File: src/rtl/hero_pkg.sv
// Shared types and default timing for the hero movement input path.
//   dir_t        : movement direction carried by axis requests
//   axis_state_t : per-axis press/repeat state machine states
package hero_pkg;

  typedef enum logic [2:0] {
    NONE  = 3'd0,
    LEFT  = 3'd1,
    RIGHT = 3'd2,
    UP    = 3'd3,
    DOWN  = 3'd4
  } dir_t;

  typedef enum logic [2:0] {
    IDLE   = 3'd0,
    FIRST  = 3'd1,
    DELAY  = 3'd2,
    REPEAT = 3'd3,
    HOLD   = 3'd4
  } axis_state_t;

  localparam int unsigned DEF_DEBOUNCE_CYCLES = 20;
  localparam int unsigned DEF_REPEAT_DELAY    = 400;
  localparam int unsigned DEF_REPEAT_RATE     = 100;
  localparam bit          DEF_REPEAT_EN       = 1'b1;

  function automatic int unsigned max_u(input int unsigned a, input int unsigned b);
    return (a > b) ? a : b;
  endfunction

endpackage

File: src/rtl/axis_repeat.sv
// Per-axis press / hold-to-repeat state machine producing step pulses.
//   clk_1      : game clock
//   rst        : asynchronous active-low reset
//   neg_i      : debounced level of the negative-direction button
//   pos_i      : debounced level of the positive-direction button
//   move_neg_o : one-cycle step pulse, negative direction (registered)
//   move_pos_o : one-cycle step pulse, positive direction (registered)
module axis_repeat
  import hero_pkg::*;
#(
  parameter int unsigned REPEAT_DELAY = 400,
  parameter int unsigned REPEAT_RATE  = 100,
  parameter bit          REPEAT_EN    = 1'b1,
  parameter dir_t        NEG_DIR      = LEFT,
  parameter dir_t        POS_DIR      = RIGHT
) (
  input  logic clk_1,
  input  logic rst,
  input  logic neg_i,
  input  logic pos_i,
  output logic move_neg_o,
  output logic move_pos_o
);

  localparam int unsigned CW = $clog2(max_u(REPEAT_DELAY, REPEAT_RATE) + 1);
  localparam logic [CW-1:0] DLY_C  = CW'(REPEAT_DELAY);
  localparam logic [CW-1:0] RATE_C = CW'(REPEAT_RATE);

  axis_state_t   state_q, state_d;
  dir_t          dir_q, dir_d;
  dir_t          req;
  logic [CW-1:0] cnt_q, cnt_d;
  logic          neg_q, neg_d;
  logic          pos_q, pos_d;
  logic          pulse_c;

  // Both or neither pressed cancels the axis request.
  always_comb begin
    if (neg_i ^ pos_i) req = neg_i ? NEG_DIR : POS_DIR;
    else               req = NONE;
  end

  always_comb begin
    state_d = state_q;
    dir_d   = dir_q;
    cnt_d   = cnt_q;
    pulse_c = 1'b0;
    case (state_q)
      IDLE: begin
        cnt_d = '0;
        if (req != NONE) begin
          state_d = FIRST;
          dir_d   = req;
        end
      end
      FIRST: begin
        pulse_c = 1'b1;
        cnt_d   = CW'(1);
        state_d = REPEAT_EN ? DELAY : HOLD;
      end
      DELAY, REPEAT: begin
        if (req == NONE) begin
          state_d = IDLE;
          cnt_d   = '0;
        end else if (req != dir_q) begin
          state_d = FIRST;
          dir_d   = req;
        end else if (cnt_q == ((state_q == DELAY) ? DLY_C : RATE_C)) begin
          pulse_c = 1'b1;
          state_d = REPEAT;
          cnt_d   = CW'(1);
        end else if (cnt_q != '1) begin
          cnt_d = cnt_q + CW'(1);
        end
      end
      HOLD: begin
        if (req == NONE) begin
          state_d = IDLE;
        end else if (req != dir_q) begin
          state_d = FIRST;
          dir_d   = req;
        end
      end
      default: begin
        state_d = IDLE;
        cnt_d   = '0;
      end
    endcase
    neg_d = pulse_c && (dir_q == NEG_DIR);
    pos_d = pulse_c && (dir_q == POS_DIR);
  end

  always_ff @(posedge clk_1 or negedge rst) begin
    if (!rst) begin
      state_q <= IDLE;
      dir_q   <= NONE;
      cnt_q   <= '0;
      neg_q   <= 1'b0;
      pos_q   <= 1'b0;
    end else begin
      state_q <= state_d;
      dir_q   <= dir_d;
      cnt_q   <= cnt_d;
      neg_q   <= neg_d;
      pos_q   <= pos_d;
    end
  end

  assign move_neg_o = neg_q;
  assign move_pos_o = pos_q;

endmodule

File: src/rtl/btn_debounce.sv
// Two-flop synchronizer followed by a counting debouncer for one raw button.
//   clk_1   : game clock
//   rst     : asynchronous active-low reset
//   btn_i   : raw, bouncing, asynchronous button level
//   level_o : debounced level (registered)
module btn_debounce #(
  parameter int unsigned DEBOUNCE_CYCLES = 20
) (
  input  logic clk_1,
  input  logic rst,
  input  logic btn_i,
  output logic level_o
);

  localparam int unsigned CW = $clog2(DEBOUNCE_CYCLES + 1);
  localparam logic [CW-1:0] LAST_C = CW'(DEBOUNCE_CYCLES - 1);

  logic          sync1_q, sync2_q;
  logic          level_q, level_d;
  logic [CW-1:0] cnt_q, cnt_d;

  // Counter runs only while the synchronized input disagrees with the
  // stable level; the D-th disagreeing cycle flips the level.
  always_comb begin
    level_d = level_q;
    cnt_d   = cnt_q;
    if (sync2_q == level_q) begin
      cnt_d = '0;
    end else if (cnt_q == LAST_C) begin
      level_d = sync2_q;
      cnt_d   = '0;
    end else begin
      cnt_d = cnt_q + CW'(1);
    end
  end

  always_ff @(posedge clk_1 or negedge rst) begin
    if (!rst) begin
      sync1_q <= 1'b0;
      sync2_q <= 1'b0;
      level_q <= 1'b0;
      cnt_q   <= '0;
    end else begin
      sync1_q <= btn_i;
      sync2_q <= sync1_q;
      level_q <= level_d;
      cnt_q   <= cnt_d;
    end
  end

  assign level_o = level_q;

endmodule

File: src/rtl/hero_key_encoder.sv
// Turns four raw direction buttons into clean single-cycle move pulses with
// conflict rejection and hold-to-repeat.
//   clk_1                    : divided game clock
//   rst                      : asynchronous active-low reset
//   btn_left/right/up/down   : raw active-high buttons
//   move_left/right/up/down  : one-cycle step pulses (registered)
module hero_key_encoder
  import hero_pkg::*;
#(
  parameter int unsigned DEBOUNCE_CYCLES = DEF_DEBOUNCE_CYCLES,
  parameter int unsigned REPEAT_DELAY    = DEF_REPEAT_DELAY,
  parameter int unsigned REPEAT_RATE     = DEF_REPEAT_RATE,
  parameter bit          REPEAT_EN       = DEF_REPEAT_EN
) (
  input  logic clk_1,
  input  logic rst,
  input  logic btn_left,
  input  logic btn_right,
  input  logic btn_up,
  input  logic btn_down,
  output logic move_left,
  output logic move_right,
  output logic move_up,
  output logic move_down
);

  logic lvl_left, lvl_right, lvl_up, lvl_down;

  btn_debounce #(.DEBOUNCE_CYCLES(DEBOUNCE_CYCLES)) u_db_left (
    .clk_1(clk_1), .rst(rst), .btn_i(btn_left), .level_o(lvl_left)
  );
  btn_debounce #(.DEBOUNCE_CYCLES(DEBOUNCE_CYCLES)) u_db_right (
    .clk_1(clk_1), .rst(rst), .btn_i(btn_right), .level_o(lvl_right)
  );
  btn_debounce #(.DEBOUNCE_CYCLES(DEBOUNCE_CYCLES)) u_db_up (
    .clk_1(clk_1), .rst(rst), .btn_i(btn_up), .level_o(lvl_up)
  );
  btn_debounce #(.DEBOUNCE_CYCLES(DEBOUNCE_CYCLES)) u_db_down (
    .clk_1(clk_1), .rst(rst), .btn_i(btn_down), .level_o(lvl_down)
  );

  axis_repeat #(
    .REPEAT_DELAY(REPEAT_DELAY), .REPEAT_RATE(REPEAT_RATE),
    .REPEAT_EN(REPEAT_EN), .NEG_DIR(LEFT), .POS_DIR(RIGHT)
  ) u_axis_x (
    .clk_1(clk_1), .rst(rst), .neg_i(lvl_left), .pos_i(lvl_right),
    .move_neg_o(move_left), .move_pos_o(move_right)
  );

  axis_repeat #(
    .REPEAT_DELAY(REPEAT_DELAY), .REPEAT_RATE(REPEAT_RATE),
    .REPEAT_EN(REPEAT_EN), .NEG_DIR(UP), .POS_DIR(DOWN)
  ) u_axis_y (
    .clk_1(clk_1), .rst(rst), .neg_i(lvl_up), .pos_i(lvl_down),
    .move_neg_o(move_up), .move_pos_o(move_down)
  );

endmodule

File: config.mk
export PLATFORM = sky130hd
export DESIGN_NAME = hero_key_encoder
export DESIGN_NICKNAME = d
export VERILOG_FILES = /design/src/rtl/hero_pkg.sv /design/src/rtl/axis_repeat.sv /design/src/rtl/btn_debounce.sv /design/src/rtl/hero_key_encoder.sv
export SDC_FILE = /design/constraint.sdc
export NUM_CORES = 1
export LEC_CHECK = 0
export BUFFER_PORTS_ARGS = -buffer_cell sky130_fd_sc_hd__buf_4
export CORE_UTILIZATION = 52
export CTS_CLUSTER_SIZE = 16
export DETAILED_ROUTE_END_ITERATION = 10
export PLACE_DENSITY = 0.71
export SLEW_MARGIN = 15
export SYNTH_ARGS = -nofsm -noshare
export SYNTH_HDL_FRONTEND = slang
export SYNTH_SLANG_ARGS = --single-unit
File: constraint.sdc
create_clock -name clk_1 -period 2.07 [get_ports clk_1]
set_clock_uncertainty 0.2 [all_clocks]
set_input_delay 0.3105 -clock clk_1 [delete_from_list [all_inputs] [get_ports clk_1]]
set_output_delay 0.3105 -clock clk_1 [all_outputs]
set_load 0.05 [all_outputs]
==> PnR_summary.wiki, run 1 <==
{| class="wikitable"
! Metric !! Value
|-
| Status || completed
|-
| Worst-Margin Slew || 0.506 ns
|-
| Effective utilization at floorplan || 0.544
|-
| Number of enable flip-flop cells after synthesis || 0
|-
| Worst vdd rail ir drop || 0.535 mV
|-
| Static leakage || 0.00163 uW
|-
| Met1 Use GR || 0.269
|-
| Antenna-violating nets left || 0
|-
| Clock-pin slew on the worst setup and hold paths || 0.06 ns
|-
| Final global-route overflow total || 0
|-
| Antenna violations before repair || 0
|-
| Yosys reg bits || 62
|-
| Initial DRC Count || 232
|-
| Sink Count || 62
|-
| Area of the core region || 0.00554 mm2
|-
| IO Port Bufs || 9
|-
| Total Routing Usage GR || 0.210
|-
| Busiest metal layer after global routing || met2
|-
| Post-synthesis net count || 314
|-
| Time the worst path needs with I/O delays and setup || 2.00 ns
|-
| Root buffer cell || sky130_fd_sc_hd__clkbuf_8
|-
| Full die area || 0.00611 mm2
|-
| Std cell rows || 27
|-
| Sequential element share of the synthesized area || 0.515
|-
| Max-capacitance violation count || 0
|-
| Distinct cell type count of the synthesized netlist || 45
|-
| DRT Wirelength || 6000 um
|-
| Number of I/O pins || 10
|-
| Start point of the worst hold path || u_db_down.sync1_q$_DFF_PN0_
|-
| Critical register-to-register path startpoint || u_db_up.level_o$_DFFE_PN0P_
|-
| Switching power summed over all nets || 500 uW
|-
| Kind of end point of the critical path || flop
|-
| Crit Path Category || reg2reg
|-
| Main flop type after synthesis || sky130_fd_sc_hd__dfrtp_1
|-
| Netlist area before placement || 0.00301 mm2
|-
| Layout cell share with drive strength beyond 1 || 0.244
|-
| Wirelength per Cell || 14.6 um
|-
| Setup repair after global routing missed its margin || true
|-
| Beginning of the critical path || u_db_up.level_o$_DFFE_PN0P_
|-
| Final count of hold timing violations || 0
|-
| Final clock period utilization by the worst path || 0.967
|-
| Max transition margin || 0.660
|-
| Dpl ws || 0.00507 ns
|-
| Seq pwr share || 0.493
|-
| Syn_area_per_cell || 10.3 um2
|-
| Fillers || 418
|-
| TritonCTS clock tree || done
|-
| Async S/R FF share, synth || 1.00
|-
| Cell-internal power || 2050 uW
|-
| Maximum number of pins on one net before global-route repair || 39
|-
| Number of H-tree levels || 3
|-
| Critical Path Fanout Max || 4
|-
| Final setup viols || 0
|-
| DRC violation count after routing || 0
|-
| Worst setup slack after layout || 0.0693 ns
|-
| End-of-flow core utilization || 0.675
|-
| Count of antenna diodes in the layout || 0
|-
| Combinational fraction of design power || 0.033
|-
| Global-route wire length before repair || 9830 um
|-
| Detailed Place HPWL || 3940 um
|-
| Per-cell via count in the routed design || 5.64
|-
| Drt pass-1 iters || 4
|-
| Height of the die || 78.1 um
|-
| Highest clock rate || 0.500 GHz
|-
| Total power per unit cell area || 682 mW/mm2
|-
| Required time reported for the critical path endpoint || 2.07 ns
|-
| Kind of launch point of the worst setup path || flop
|-
| Post-Synthesis Cells || 294
|-
| Number of global-route vias before repair || 2,241
|-
| Clock group share of total power || 0.474
|-
| Maximum root-to-sink buffer count || 2
|-
| Die X-Extent || 78.1 um
|-
| Number of nets in the layout || 355
|-
| Share of total power consumed by net switching || 0.196
|-
| CTS Buf Count || 9
|-
| Slew Viols, Final || 0
|-
| Synth-to-layout area growth || 24.1%
|-
| Final Wtd Congestion || 0.805
|-
| Clock insertion delay at the later pin of the skew report || 0.33 ns
|-
| Number of warnings issued by yosys || 0
|-
| Fraction of met2 tracks used by global routing || 0.331
|-
| Global routing met3 resource utilization || 0.0628
|-
| Data arrival, critical path || 2.00 ns
|-
| Type of the worst min-delay path || reg2reg
|-
| Via count || 2,325
|}
==> sequential cells by signal, indices dropped and copies added (netlist names), 5 cells and up <==
register,cells
u_axis_x.cnt_q,9
u_db_down.cnt_q,5
u_db_right.cnt_q,5
u_db_up.cnt_q,5
u_db_left.cnt_q,5
u_axis_y.cnt_q,9
==> cell families (layout without fill, tap and decap cells) <==
group | after synthesis | after routing | synth area share
buffers and inverters | 20 | 65 | 0.0270
adders and majority gates | 14 | 14 | 0.0581
xor gates and xnor gates | 17 | 17 | 0.0494
and+or+nand+nor | 124 | 125 | 0.211
DFF | 62 | 62 | 0.515
muxes | 8 | 8 | 0.0299
AOI/OAI and AO/OA | 49 | 49 | 0.110
==> power by group through the flow <==
| stage | clock [uW] | combinational [uW] | sequential (uW) |
|---|---|---|---|
| 4_1_cts | 1250 | 88.6 | 1260 |
| 2_1_floorplan | 0 | 37.6 | 1280 |
| 6_report | 1210 | 85.4 | 1260 |
| 3_3_place_gp | 0 | 78.4 | 1280 |
| 5_1_grt | 1300 | 99.5 | 1260 |
| 3_5_place_dp | 0 | 81.0 | 1280 |
==> stage by stage <==
step / hold WS (ns) / cell area (um2) / setup TNS (ns) / power (uW) / std cells
2_1_floorplan: -0.185 / 3030 / 0 / 1310 / 294
3_3_place_gp: 0.0306 / 3320 / 0 / 1360 / 389
6_report: 0.150 / 3740 / 0 / 2550 / 412
4_1_cts: 0.154 / 3610 / 0 / 2590 / 410
3_5_place_dp: 0.0368 / 3320 / 0 / 1360 / 389
5_1_grt: 0.158 / 3740 / -0.148 / 2660 / 412
==> critical path: stages, from the launching register on <==
cell and delay, ns:
sky130_fd_sc_hd__dfrtp_1 0.38, sky130_fd_sc_hd__inv_1 0.06, sky130_fd_sc_hd__ha_2 0.19, sky130_fd_sc_hd__xor2_1 0.16, sky130_fd_sc_hd__or2_1 0.29, sky130_fd_sc_hd__buf_4 0.17, sky130_fd_sc_hd__a21oi_1 0.28, sky130_fd_sc_hd__o21ai_0 0.14
==> repair_timing <==
item	in CTS	in global routing
endpoints found under the hold margin	28	0
gates cloned	0	1
hold buffers	5	0
resized for setup	3	25
pin swaps	0	10
setup endpoints to repair	2	18
setup buffers	0	1
==> cells in the final DEF, fill, tap and decap left out, types with 3 or more instances in the layout <==
cell                            netlist  final
sky130_fd_sc_hd__a311oi_1             4      4
sky130_fd_sc_hd__nand3_1             14     12
sky130_fd_sc_hd__a31oi_1              6      6
sky130_fd_sc_hd__nor3_1               8      6
sky130_fd_sc_hd__nand4_1              4      4
sky130_fd_sc_hd__nand2b_1             8      6
sky130_fd_sc_hd__mux2_2               8      8
sky130_fd_sc_hd__clkbuf_8             0     12
sky130_fd_sc_hd__ha_1                14     10
sky130_fd_sc_hd__xnor2_1              8      6
sky130_fd_sc_hd__nor2_1              27     25
sky130_fd_sc_hd__ha_2                 0      4
sky130_fd_sc_hd__xor2_1               9      9
sky130_fd_sc_hd__dlygate4sd3_1        0      5
sky130_fd_sc_hd__o32a_1               3      3
sky130_fd_sc_hd__buf_4                1     30
sky130_fd_sc_hd__o21ai_0             12     12
sky130_fd_sc_hd__inv_1               13     13
sky130_fd_sc_hd__a21oi_1              7      7
sky130_fd_sc_hd__nor3b_2              0      3
sky130_fd_sc_hd__nand2_1             31     31
sky130_fd_sc_hd__nor2b_1              6      6
sky130_fd_sc_hd__o31ai_1              4      4
sky130_fd_sc_hd__dfrtp_1             62     60
sky130_fd_sc_hd__nor3b_1              7      4
==> routing by layer <==
| metal | part of all wire | up-vias |
|---|---|---|
| met3 | 0.060 | 17 |
| met5 | 0 | - |
| met2 | 0.47 | 76 |
| met4 | 0.017 | 0 |
| met1 | 0.45 | 1104 |
| li1 | - | 1128 |
==> area by class of cell <==
class | instances | area [um2] | area share
flip-flops and latches | 62 | 1550 | 0.415
well taps | 72 | 90.1 | 0.0241
repair buffers | 36 | 295 | 0.0789
inverters | 13 | 48.8 | 0.0130
multi-input cells | 213 | 1520 | 0.406
clock buffers | 13 | 169 | 0.0452
clock inverters | 3 | 65.1 | 0.0174
==> worst paths after layout <==
path	end	slack, ns	cells past startpoint
setup reg to reg	u_axis_y.cnt_q[8]$_DFFE_PN0P_	0.07	7
max in group asynchronous	u_axis_y.cnt_q[6]$_DFFE_PN0P_	0.93	3
hold reg to reg	u_db_down.sync2_q$_DFF_PN0_	0.15	0
hold / removal	u_db_down.sync2_q$_DFF_PN0_	0.15	0
min in group asynchronous	u_db_up.cnt_q[0]$_DFF_PN0_	0.22	2
setup / recovery	u_axis_y.cnt_q[8]$_DFFE_PN0P_	0.07	7
==> synth_stat cells (3+ instances only) <==
cell type | instances | share of area
sky130_fd_sc_hd__nor2b_1 | 6 | 0.012
sky130_fd_sc_hd__nand2b_1 | 8 | 0.017
sky130_fd_sc_hd__nand2_1 | 31 | 0.039
sky130_fd_sc_hd__clkbuf_1 | 3 | 0.0037
sky130_fd_sc_hd__o32a_1 | 3 | 0.010
sky130_fd_sc_hd__a311oi_1 | 4 | 0.012
sky130_fd_sc_hd__ha_1 | 14 | 0.058
sky130_fd_sc_hd__xor2_1 | 9 | 0.026
sky130_fd_sc_hd__nor3b_1 | 7 | 0.017
sky130_fd_sc_hd__a21oi_1 | 7 | 0.012
sky130_fd_sc_hd__xnor2_1 | 8 | 0.023
sky130_fd_sc_hd__inv_1 | 13 | 0.016
sky130_fd_sc_hd__nand4_1 | 4 | 0.0083
sky130_fd_sc_hd__dfrtp_1 | 62 | 0.51
sky130_fd_sc_hd__o21ai_0 | 12 | 0.020
sky130_fd_sc_hd__nor3_1 | 8 | 0.013
sky130_fd_sc_hd__nor2_1 | 27 | 0.034
sky130_fd_sc_hd__a31oi_1 | 6 | 0.012
sky130_fd_sc_hd__o31ai_1 | 4 | 0.010
sky130_fd_sc_hd__mux2_2 | 8 | 0.030
sky130_fd_sc_hd__nand3_1 | 14 | 0.023
sky130_fd_sc_hd__and2_1 | 4 | 0.0083
Note: power is estimated with default switching activity, not from simulation.
==> run 2: changes to the inputs <==
--- a/config.mk
+++ b/config.mk
@@ -9,6 +9,7 @@
 export CORE_UTILIZATION = 52
 export CTS_CLUSTER_SIZE = 16
 export DETAILED_ROUTE_END_ITERATION = 10
+export MAX_ROUTING_LAYER = met4
 export PLACE_DENSITY = 0.71
 export SLEW_MARGIN = 15
 export SYNTH_ARGS = -nofsm -noshare
==> run 2 against run 1 <==
Net effect:
- critical path depth did not move
- register-to-register slack barely moved
- core utilization stayed put
- via count down 0.90%
- sequential cell count is the same
- die area unchanged
- fmax grew 0.34%
- critical path type unchanged
- combinational power barely moved
- routed wire length shrank 0.10%
- highest routed layer unchanged
==> PnR_summary.wiki, run 2 (synthesis gave the netlist of run 1 again) <==
{| class="wikitable"
! Metric !! Value
|-
| Final Wtd Congestion || 0.817 (+1.5%)
|-
| Detailed Place HPWL || 3940 um (unchanged)
|-
| Global-route wire length before repair || 9830 um (unchanged)
|-
| Number of I/O pins || 10 (unchanged)
|-
| Per-cell via count in the routed design || 5.59 (-0.90%)
|-
| Number of H-tree levels || 3 (unchanged)
|-
| Critical Path Fanout Max || 4 (unchanged)
|-
| Clock group share of total power || 0.475 (about the same)
|-
| Max-capacitance violation count || 0 (unchanged)
|-
| Total length of routed met2 wires || 2880 um (+2.5%)
|-
| Root buffer cell || sky130_fd_sc_hd__clkbuf_8
|-
| Area of the core region || 0.00554 mm2 (unchanged)
|-
| Setup slack, reg-to-reg || 0.08 ns (about the same)
|-
| Status || completed
|-
| Maximum number of pins on one net before global-route repair || 39 (unchanged)
|-
| Maximum root-to-sink buffer count || 2 (unchanged)
|-
| Kind of launch point of the worst setup path || flop
|-
| Leading cell type in the layout, fill and taps excluded || sky130_fd_sc_hd__dfrtp_1
|-
| Final clock period utilization by the worst path || 0.963 (-0.00329)
|-
| Clock insertion delay at the later pin of the skew report || 0.33 ns (about the same)
|-
| Effective utilization at floorplan || 0.544 (unchanged)
|-
| Sink Count || 62 (unchanged)
|-
| Crit Path Category || reg2reg
|-
| Worst vdd rail ir drop || 0.536 mV (+0.28%)
|-
| CTS Buf Count || 9 (unchanged)
|-
| Overall power of the completed layout || 2560 uW (+0.15%)
|-
| Number of nets in the layout || 355 (unchanged)
|-
| IO Port Bufs || 9 (unchanged)
|-
| Most frequent cells in the layout || 60 x sky130_fd_sc_hd__dfrtp_1, 31 x sky130_fd_sc_hd__nand2_1, 30 x sky130_fd_sc_hd__buf_4
|-
| Data arrival, critical path || 2.00 ns (about the same)
|-
| Length of routed wiring on met1 || 2700 um (-1.1%)
|-
| Std cell rows || 27 (unchanged)
|-
| Count of antenna diodes in the layout || 0 (unchanged)
|-
| Layout cell share with drive strength beyond 1 || 0.244 (unchanged)
|-
| Max transition margin || 0.662 (+0.00245)
|-
| Number of global-route vias before repair || 2,241 (unchanged)
|-
| Largest registers || u_axis_x.cnt_q x9, u_axis_y.cnt_q x9
|-
| Combinational fraction of design power || 0.033 (about the same)
|-
| Static leakage || 0.00163 uW (unchanged)
|-
| Total Routing Usage GR || 0.216 (+0.00600)
|-
| Required time reported for the critical path endpoint || 2.07 ns (about the same)
|-
| Final setup viols || 0 (unchanged)
|-
| Detailed route wirelength on metal3 || 325 um (-9.7%)
|-
| Synth-to-layout area growth || 24.1% (unchanged)
|-
| DRC violation count after routing || 0 (unchanged)
|-
| Wirelength per Cell || 14.5 um (-0.10%)
|-
| Final count of hold timing violations || 0 (unchanged)
|-
| Switching power summed over all nets || 504 uW (+0.79%)
|-
| Via count || 2,304 (-0.90%)
|-
| Clock-pin slew on the worst setup and hold paths || 0.06 ns (about the same)
|-
| TritonCTS clock tree || done
|-
| Highest clock rate || 0.502 GHz (+0.34%)
|-
| Setup repair after global routing missed its margin || true
|-
| Height of the die || 78.1 um (unchanged)
|-
| Slew Viols, Final || 0 (unchanged)
|-
| Time the worst path needs with I/O delays and setup || 1.99 ns (-0.00681 ns)
|-
| Uppermost metal layer occupied by signal nets || met4
|-
| Placed cell areas || 0.00332 mm2 (unchanged)
|-
| Post-route cell area || 0.00374 mm2 (unchanged)
|-
| Final global-route overflow total || 0 (unchanged)
|-
| Cell-internal power || 2050 uW (about the same)
|-
| Share of total power consumed by net switching || 0.197 (+0.00124)
|-
| Worst-Margin Slew || 0.502 ns (-0.00365 ns)
|-
| Antenna-violating nets left || 0 (unchanged)
|-
| Type of the worst min-delay path || reg2reg
|-
| Drt pass-1 iters || 4 (unchanged)
|-
| Kind of end point of the critical path || flop
|-
| Antenna violations before repair || 0 (unchanged)
|-
| Initial DRC Count || 202 (-13%)
|-
| Total power per unit cell area || 683 mW/mm2 (+0.15%)
|-
| Die X-Extent || 78.1 um (unchanged)
|-
| Seq pwr share || 0.492 (about the same)
|-
| Full die area || 0.00611 mm2 (unchanged)
|-
| DRT Wirelength || 5990 um (-0.10%)
|}
## run 2: metal layers
metal,GRT usage,up-vias
met5,-,-
met4,0.0889,0
met3,0.0628,11
met2,0.331,72
met1,0.269,1098
li1,-,1123
## run 2: area by class of cell
type | instances | area (um2)
clock inverters | 3 | 65.1
flip-flops and latches | 62 | 1550
repair buffers | 36 | 295
inverters | 13 | 48.8
multi-input cells | 213 | 1520
well taps | 72 | 90.1
clock buffers | 13 | 169
fillers | 418 | 1800
## run 2: critical path, stage by stage (launching register included)
cell and delay [ns]:
sky130_fd_sc_hd__dfrtp_1 0.38, sky130_fd_sc_hd__inv_1 0.06, sky130_fd_sc_hd__ha_2 0.19, sky130_fd_sc_hd__xor2_1 0.16, sky130_fd_sc_hd__or2_1 0.29, sky130_fd_sc_hd__buf_4 0.17
sky130_fd_sc_hd__a21oi_1 0.28, sky130_fd_sc_hd__o21ai_0 0.14
## run 2: path summary, 6_finish.rpt
check,from,to,cells after the start
worst max-delay path,u_db_up.level_o$_DFFE_PN0P_,u_axis_y.cnt_q[8]$_DFFE_PN0P_,7
worst min-delay path,u_db_down.sync1_q$_DFF_PN0_,u_db_down.sync2_q$_DFF_PN0_,0
worst max register to register,u_db_up.level_o$_DFFE_PN0P_,u_axis_y.cnt_q[8]$_DFFE_PN0P_,7
worst min register to register,u_db_down.sync1_q$_DFF_PN0_,u_db_down.sync2_q$_DFF_PN0_,0
max in group asynchronous,rst,u_axis_y.cnt_q[6]$_DFFE_PN0P_,3
min in group asynchronous,rst,u_db_up.cnt_q[0]$_DFF_PN0_,2
## run 2: what timing repair did
| item | CTS | global route |
|---|---|---|
| hold buffers | 5 | 0 |
| cloned | 0 | 1 |
| pin swaps | 0 | 10 |
| setup endpoints to repair | 2 | 18 |
| resized for setup | 3 | 25 |
| endpoints found under the hold margin | 28 | 0 |
| buffers inserted | 0 | 1 |
## run 2: power by group through the flow
stage	registers, uW	logic [uW]	clock network, uW
3_3_place_gp	1280	78.4	0
5_1_grt	1260	99.5	1300
2_1_floorplan	1280	37.6	0
6_report	1260	85.5	1210
4_1_cts	1260	88.6	1250
3_5_place_dp	1280	81.0	0
## run 2: per-stage QoR
step           TNS [ns]  instances  utilization  hold WS (ns)  setup WS, ns
6_report              0        412        0.675         0.150        0.0762
4_1_cts               0        410        0.651         0.154       0.00117
2_1_floorplan         0        294            -        -0.185       0.00408
5_1_grt          -0.142        412        0.675         0.158       -0.0403
3_3_place_gp          0        389        0.599        0.0306        0.0491
3_5_place_dp          0        389        0.599        0.0368       0.00507
